File: src/rtl/fifo_burst_reader.sv
// Reads a burst of burst_len words from an upstream FIFO into a 2-entry skid buffer and streams them out.
// Latency: first m_valid on the second clock edge after start is sampled; then one word per cycle.
// Backpressure: m_ready low holds m_data/m_valid and stops new reads once buffer plus in-flight reaches 2.
module fifo_burst_reader #(
  parameter int width = 16,
  parameter int len_w = 4
) (
  input  logic              clk,
  input  logic              rst,
  input  logic              start,
  input  logic [len_w-1:0]  burst_len,
  input  logic              fifo_empty,
  input  logic [width-1:0]  fifo_data,
  output logic              fifo_re,
  output logic [width-1:0]  m_data,
  output logic              m_valid,
  input  logic              m_ready,
  output logic              busy,
  output logic              done,
  output logic [len_w-1:0]  words_out
);

  typedef enum logic [1:0] {S_IDLE, S_READ, S_DRAIN, S_DONE} state_e;

  state_e             state_q, state_d;
  logic [len_w-1:0]   remaining_q, remaining_d;
  logic [len_w-1:0]   words_out_q, words_out_d;
  logic [1:0]         count_q, count_d;
  logic               inflight_q, inflight_d;
  logic [width-1:0]   buf0_q, buf0_d;
  logic [width-1:0]   buf1_q, buf1_d;

  logic               retire;
  logic [2:0]         occ_next;
  logic [1:0]         wr_slot;

  always_comb begin
    retire   = (count_q != 2'd0) && m_ready;
    // Occupancy as seen after this cycle's retire, so a read can issue every cycle at full rate.
    occ_next = {1'b0, count_q} + {2'b00, inflight_q} - {2'b00, retire};
    fifo_re  = (state_q == S_READ) && (remaining_q != '0) && (occ_next < 3'd2) && !fifo_empty;

    state_d     = state_q;
    remaining_d = fifo_re ? remaining_q - len_w'(1) : remaining_q;
    inflight_d  = fifo_re;
    count_d     = count_q + {1'b0, inflight_q} - {1'b0, retire};
    words_out_d = words_out_q;
    buf0_d      = buf0_q;
    buf1_d      = buf1_q;
    wr_slot     = count_q - {1'b0, retire};

    if (retire) begin
      buf0_d = buf1_q;
      if (words_out_q != '1) words_out_d = words_out_q + len_w'(1);
    end
    if (inflight_q) begin
      if (wr_slot == 2'd0) buf0_d = fifo_data;
      else                 buf1_d = fifo_data;
    end

    case (state_q)
      S_IDLE: begin
        if (start) begin
          words_out_d = '0;
          if (burst_len == '0) begin
            state_d = S_DONE;
          end else begin
            remaining_d = burst_len;
            state_d     = S_READ;
          end
        end
      end
      S_READ: begin
        if (fifo_re && (remaining_q == len_w'(1))) state_d = S_DRAIN;
      end
      S_DRAIN: begin
        if ((count_d == 2'd0) && !inflight_d) state_d = S_DONE;
      end
      S_DONE: state_d = S_IDLE;
      default: state_d = S_IDLE;
    endcase
  end

  always_ff @(posedge clk) begin
    if (rst) begin
      state_q     <= S_IDLE;
      remaining_q <= '0;
      words_out_q <= '0;
      count_q     <= 2'd0;
      inflight_q  <= 1'b0;
      buf0_q      <= '0;
      buf1_q      <= '0;
    end else begin
      state_q     <= state_d;
      remaining_q <= remaining_d;
      words_out_q <= words_out_d;
      count_q     <= count_d;
      inflight_q  <= inflight_d;
      buf0_q      <= buf0_d;
      buf1_q      <= buf1_d;
    end
  end

  assign m_valid   = (count_q != 2'd0);
  assign m_data    = buf0_q;
  assign busy      = (state_q == S_READ) || (state_q == S_DRAIN);
  assign done      = (state_q == S_DONE);
  assign words_out = words_out_q;

endmodule
File: config.mk
export PLATFORM = sky130hd
export DESIGN_NAME = fifo_burst_reader
export DESIGN_NICKNAME = d
export VERILOG_FILES = /design/src/rtl/fifo_burst_reader.sv
export SDC_FILE = /design/constraint.sdc
export NUM_CORES = 1
export LEC_CHECK = 0
export ABC_AREA = 1
export CORE_ASPECT_RATIO = 0.9
export CORE_MARGIN = 1
export CORE_UTILIZATION = 45
export CTS_CLUSTER_DIAMETER = 120
export DETAILED_ROUTE_END_ITERATION = 8
export PLACE_DENSITY = 0.77
export SKIP_LAST_GASP = 1
export SLEW_MARGIN = 30
export SYNTH_ARGS = -nofsm -noshare
export SYNTH_HDL_FRONTEND = slang
export SYNTH_SLANG_ARGS = --single-unit
File: constraint.sdc
create_clock -name clk -period 3.6 [get_ports clk]
set_clock_uncertainty 0.1 [all_clocks]
set_input_delay 0.72 -clock clk [delete_from_list [all_inputs] [get_ports clk]]
set_output_delay 0.72 -clock clk [all_outputs]
set_load 0.1 [all_outputs]
After elaboration in Yosys (flattened, before gate mapping)
Cells that the tools add are included.
- bits in registers: 45
- bits of input ports: 25
- output and inout port bits: 24
- add/subtract/negate cells: 7
- order comparisons: 1
- equality and inequality tests: 8
- muxes and demuxes: 16
- bitwise operators: 1
- reduce and logical (&&, ||, !) cells: 17
- operators with widths (kind ; number):
    $mux 16 ; 3
    $mux 4 ; 8
    $mux 2 ; 4
    $pmux 2 s4 ; 1
    $logic_and 1x1->1 ; 6
    $logic_not 2->1 ; 3
    $ne 2x2->1 const B ; 3
    $add 4x1->4 const B ; 1
    $eq 2x2->1 const B ; 2
    $eq 4x1->1 const B ; 1
    $logic_not 4->1 ; 1
    $ne 4x4->1 const B ; 1
    $reduce_bool 4->1 ; 1
    $sub 2x1->2 ; 2
    $sub 4x1->4 const B ; 1
    $add 2x1->3 ; 1
    $lt 3x2->1 const B ; 1
    $reduce_and 3->1 ; 1
    $sub 3x1->3 ; 1
    $add 2x1->2 ; 1
    $eq 2x1->1 const B ; 1
    $logic_not 1->1 ; 2
    $reduce_and 2->1 ; 1
    $reduce_bool 2->1 ; 1
    2 further kinds ; 2

Longest topological paths before layout
- depth in word-level cells: 10
- gate-level depth with buffers: 17
- mapped depth without buffers: 17

Worst setup path before layout
No wires, ideal clock.
- kind: flip-flop to output port
- start point: register count_q[1]
- end point: output port fifo_re
- data arrival time: 2.369 ns
- data required time: 2.780 ns
- path slack: 0.411 ns
- cell stages (with the launch flop): 12
- path buffers: 0
- cell sequence: dfxtp_1 -> inv_2 -> nand2_4 -> nand2_4 -> xnor2_1 -> ha_1 -> inv_1 -> fa_1 -> nand2_1 -> nor2_4 -> nand3_4 -> inv_2
- word-level cells in the longest chain between the ends: 6
- elaborated cells on any way between the ends: 7
- ends and longest elaborated chain (what ; line ; text):
    from (decl) ; 28 ; logic [1:0] count_q, count_d;
    from (signal assigned) ; 97 ; count_q <= count_d;
    $reduce_bool 2->1 ; -- ;
    via m_valid ; 16 ; output logic m_valid,
    $logic_and 1x1->1 ; 38 ; retire = (count_q != 2'd0) && m_ready;
    $sub 3x1->3 ; 40 ; occ_next = {1'b0, count_q} + {2'b00, inflight_q} - {2'b00, retire};
    $lt 3x2->1 ; 41 ; fifo_re = (state_q == S_READ) && (remaining_q != '0) && (occ_next < 3'd2) && !fifo_empty;
    $logic_and 1x1->1 (2 in a row) ; 41 ;
    to (decl) ; 14 ; output logic fifo_re,
The timed path passes the listed nets, and every way through them passes these cells.

Worst setup path after layout
- start point: input port m_ready
- end point: output port fifo_re
- word-level cells in the longest chain between the ends: 5
- ends and longest elaborated chain (what ; line ; text):
    from (decl) ; 17 ; input logic m_ready,
    $logic_and 1x1->1 ; 38 ;
    $sub 3x1->3 ; 40 ;
    $lt 3x2->1 ; 41 ;
    $logic_and 1x1->1 (2 in a row) ; 41 ;
Every way passes these cells.

==> run summary <==
The run finished with clean final reports. The first-pass GRT wire length was 6879 um. The remaining global-route overflow was 0. The HPWL after detailed placement is 3037 um. For this run, the top clock speed supported by timing is 0.3004 GHz.

The run gives 0 as the count of warnings emitted by yosys. Biggest area consumer among synthesized cells: sky130_fd_sc_hd__dfxtp_1. The capturing element type of the critical path was an output pin.

Via count of the first global-routing pass: 1645. The critical hold path startpoint is buf1_q[6]$_SDFFE_PP0P_. In this run, the number of DRC markers left after iteration 0 of detailed routing was 90. The final critical path takes up 92.47% of the cycle.

At the end of routability-driven placement, the weighted congestion stood at 0.8123. The run gives 5032 um^2 as the total die area. In this run the most used layer during global routing was met2. In the final layout, the share of cells above drive strength 1 is 9.816%.

Input and output buffers added on the ports amount to 48. For this run, global-route usage on met1 was measured as 22.02%. The run gives 0 as the total DRC errors in the routed layout. For the hold violation count in the final report, the log shows 0. The later pin in the worst-skew pair is clocked with a latency of 0.29 ns. Across the VDD grid, the largest voltage drop is 0.5995 mV.

The number of rows created at floorplan was 23; the via density per instance was 4.879. The finished layout cell area was 2763 um^2; the number of flops mapped to enable cells by yosys was 0. STA classifies the critical path startpoint as an input pin. The number of inserted filler cells in the final layout is 419, and the die width is 74.66 um. For the slack of the worst reg-to-reg path, the log shows 1.08 ns.

Post-detailed-routing wire length: 4243 um. For the antenna diode instance count, the log shows 0. A synthesized cell averages 7.664 um^2.

After layout, the minimum clock period comes to 3.329 ns. In the synthesized netlist the dominant register cell turns out to be sky130_fd_sc_hd__dfxtp_1. The synthesis-stage register bit count is 45, and the synthesized net count is 314. Compared with the post-synthesis result, the final layout area differs by 29.20%. For this run, global-route usage on met2 was measured as 31.64%. The final worst slack is 0.2709 ns. The area share of the largest cell type after synthesis was 42.13%; the power per cell area was 992.0 nW/um^2. Summed over all cells, the static leakage comes to 1.049 nW. TritonCTS built the clock tree. The maximum number of buffers from clock root to sink is 2. Clock-pin slew was measured on the worst setup and hold paths at 0.09 ns.

Setup repair after global routing left no endpoint under its margin. After the last flow step, the layout net total stands at 360. In the synthesized netlist, the number of instances is 279. Across the run, the number of max-cap violations was 0. The slew at the pin with the worst max-slew slack is 0.9768 ns, and the buffer count from post-CTS setup fixing is 0.

For this configuration, the core starts out at a cell density of 47.33%. Summing every instance area after synthesis gives 2138 um^2. In the post-synthesis netlist, the biggest area contributors are sky130_fd_sc_hd__dfxtp_1 (42%), sky130_fd_sc_hd__o21ai_0 (9.8%), sky130_fd_sc_hd__a21oi_1 (8.7%), sky130_fd_sc_hd__nand2_1 (8.6%), sky130_fd_sc_hd__ha_1 (5.3%). The critical-path maximum fanout is 3, and the count of vias placed by the detailed router is 1893. The number of cells traversed by the worst register-to-register path was 17; the sum of negative setup slack was 0 ns. The number of max-slew violations in the final report came out at 0. The tree is rooted in a sky130_fd_sc_hd__clkbuf_8.

The clock sink total was 45; the worst slew margin relative to its limit was 34.68%. Global routing used 3.731% of the available met3 tracks. Counting flops with an async set or reset pin after synthesis yields a share of 0%. The data arrival at the endpoint of the critical path is 2.51 ns. Entering global routing, the biggest net connects 37 pins. The pre-antenna-repair detailed-routing pass consisted of 4 iterations. The post-CTS resize count was 1. The most used standard cell by instance count after synthesis is sky130_fd_sc_hd__nand2_1. CTS built an H-tree with a depth of 2. The worst hold slack across all endpoints was 0.3551 ns.

Critical register-to-register path endpoint: state_q[1]$_SDFFE_PP0P_. The number of ports placed on the die boundary is 49. In this run the vertical extent of the chip is 67.40 um.

The worst hold path belongs to the class reg2reg. Counting distinct cell types in the post-synthesis netlist gives 32. The setup path with the least slack is of type in2out.

The region available for standard cell placement spans 4518 um^2. Ranked by instance count, the synthesized netlist is headed by sky130_fd_sc_hd__nand2_1 (49), sky130_fd_sc_hd__dfxtp_1 (45), sky130_fd_sc_hd__o21ai_0 (42). The antenna violation net count after detailed routing was 0; the number of endpoints failing setup at the final stage was 0. Timing analysis after detailed placement gives a worst setup slack of 0.02035 ns. The number of buffers added by the clock tree synthesis step is 5. The logs give 2.78 ns for the required time at the worst-slack endpoint and 0 for the count of hold buffers inserted by post-cts repair. In the final routed layout, each cell accounts on average for 10.94 um.

Summing all placed instances gives a cell area of 2644 um^2. The initial antenna violation count is 0. Global routing usage summed across all routing layers: 17.77%. For this run, the register share of the synthesized area comes to 42.13%. Launching point of the worst reg2reg path: count_q[1]$_SDFF_PP0_. For hold timing, the worst endpoint is buf1_q[6]$_SDFFE_PP0P_.

The worst hold path passes through 2 cells.
## final cells by class
cell class                 count  area [um^2]  area share (%)
clock buffer                   6        82.58           2.989
sequential                    45        900.9           32.61
inverter                      33        128.9           4.665
tap                           62        77.57           2.808
clock inverter                 2        37.54           1.359
timing repair buffer          52        511.7           18.52
multi-input combinational    188         1023           37.05
## registers in the layout (all words and copies together), names as in the netlist
signal and flops:
buf1_q 16, m_data 16, remaining_q 4, words_out 4
count_q 2, state_q 2, inflight_q 1
## power breakdown
group / total [mW] / internal [mW] / switching, mW
sequential: 0.696 / 0.618 / 0.0778
combinational: 1.65 / 0.442 / 1.21
clock: 0.392 / 0.226 / 0.166
## cell families (layout without fill, tap and decap cells)
group	after synthesis	in the layout	share of synthesized area, %
adder cells (fa/ha/maj)	10	10	6.203
AND/OR/NAND/NOR	83	83	17.73
flip-flops	45	45	42.13
XOR/XNOR	5	5	2.048
AO/OA/AOI/OAI	90	90	21.88
buffers and inverters	46	93	10.01
## worst max-delay path, cell delays in order
cell	delay [ns]
sky130_fd_sc_hd__dlygate4sd2_1	0.27
sky130_fd_sc_hd__nand2_4	0.07
sky130_fd_sc_hd__xnor2_1	0.15
sky130_fd_sc_hd__ha_1	0.17
sky130_fd_sc_hd__inv_1	0.05
sky130_fd_sc_hd__fa_1	0.53
sky130_fd_sc_hd__nand2_1	0.10
sky130_fd_sc_hd__nor2_4	0.12
sky130_fd_sc_hd__nand3_4	0.08
sky130_fd_sc_hd__inv_2	0.08
sky130_fd_sc_hd__buf_12	0.17
## cell usage in the layout, fill, tap and decap left out
cell type	count
sky130_fd_sc_hd__nand2_2	4
sky130_fd_sc_hd__dfxtp_1	45
sky130_fd_sc_hd__o21ai_1	5
sky130_fd_sc_hd__clkbuf_8	6
sky130_fd_sc_hd__o211ai_1	1
sky130_fd_sc_hd__clkinvlp_4	1
sky130_fd_sc_hd__nand3_4	1
sky130_fd_sc_hd__inv_2	3
sky130_fd_sc_hd__inv_6	1
sky130_fd_sc_hd__a311oi_1	1
sky130_fd_sc_hd__nand3_1	5
sky130_fd_sc_hd__a21oi_1	37
sky130_fd_sc_hd__nand2_1	49
sky130_fd_sc_hd__buf_12	1
sky130_fd_sc_hd__bufinv_16	1
sky130_fd_sc_hd__nor3_1	3
sky130_fd_sc_hd__o21ai_0	42
sky130_fd_sc_hd__nand3_2	1
sky130_fd_sc_hd__ha_1	9
sky130_fd_sc_hd__a31oi_1	1
sky130_fd_sc_hd__nor2_4	1
sky130_fd_sc_hd__nand4_1	1
sky130_fd_sc_hd__o21ai_2	1
sky130_fd_sc_hd__inv_1	29
sky130_fd_sc_hd__a21oi_2	1
sky130_fd_sc_hd__fa_1	1
sky130_fd_sc_hd__clkdlybuf4s50_1	43
sky130_fd_sc_hd__xor2_1	2
sky130_fd_sc_hd__a211oi_1	1
sky130_fd_sc_hd__nor2_2	1
sky130_fd_sc_hd__nand2_4	2
sky130_fd_sc_hd__xnor2_1	3
sky130_fd_sc_hd__dlygate4sd2_1	1
sky130_fd_sc_hd__nor2_1	15
sky130_fd_sc_hd__buf_4	7
## how the worst max path moves through the flow
stage	start	to	slack (ns)	cells past startpoint
final	m_ready	fifo_re	0.27	11
after floorplan	count_q[1]$_SDFF_PP0_	fifo_re	0.41	11
after global placement	m_ready	fifo_re	0.05	11
after detailed placement	m_ready	fifo_re	0.02	11
after CTS	m_ready	fifo_re	0.26	11
after global routing	m_ready	fifo_re	0.12	11
## per-stage QoR
| step | util [%] | instances | total power [mW] |
|---|---|---|---|
| 3_3_place_gp | 58.52 | 380 | 2.336 |
| 2_1_floorplan | - | 279 | 2.042 |
| 6_report | 61.15 | 388 | 2.741 |
| 3_5_place_dp | 58.52 | 380 | 2.363 |
| 5_1_grt | 61.15 | 388 | 2.908 |
| 4_1_cts | 61.15 | 388 | 2.756 |
## metal layers
| layer | part of all wire (%) | vias up |
|---|---|---|
| met5 | 0 | - |
| met4 | 0.73 | 0 |
| met3 | 3.0 | 4 |
| met2 | 48 | 37 |
| met1 | 49 | 851 |
| li1 | - | 1001 |
No activity file was read; power rests on OpenSTA's default activity.
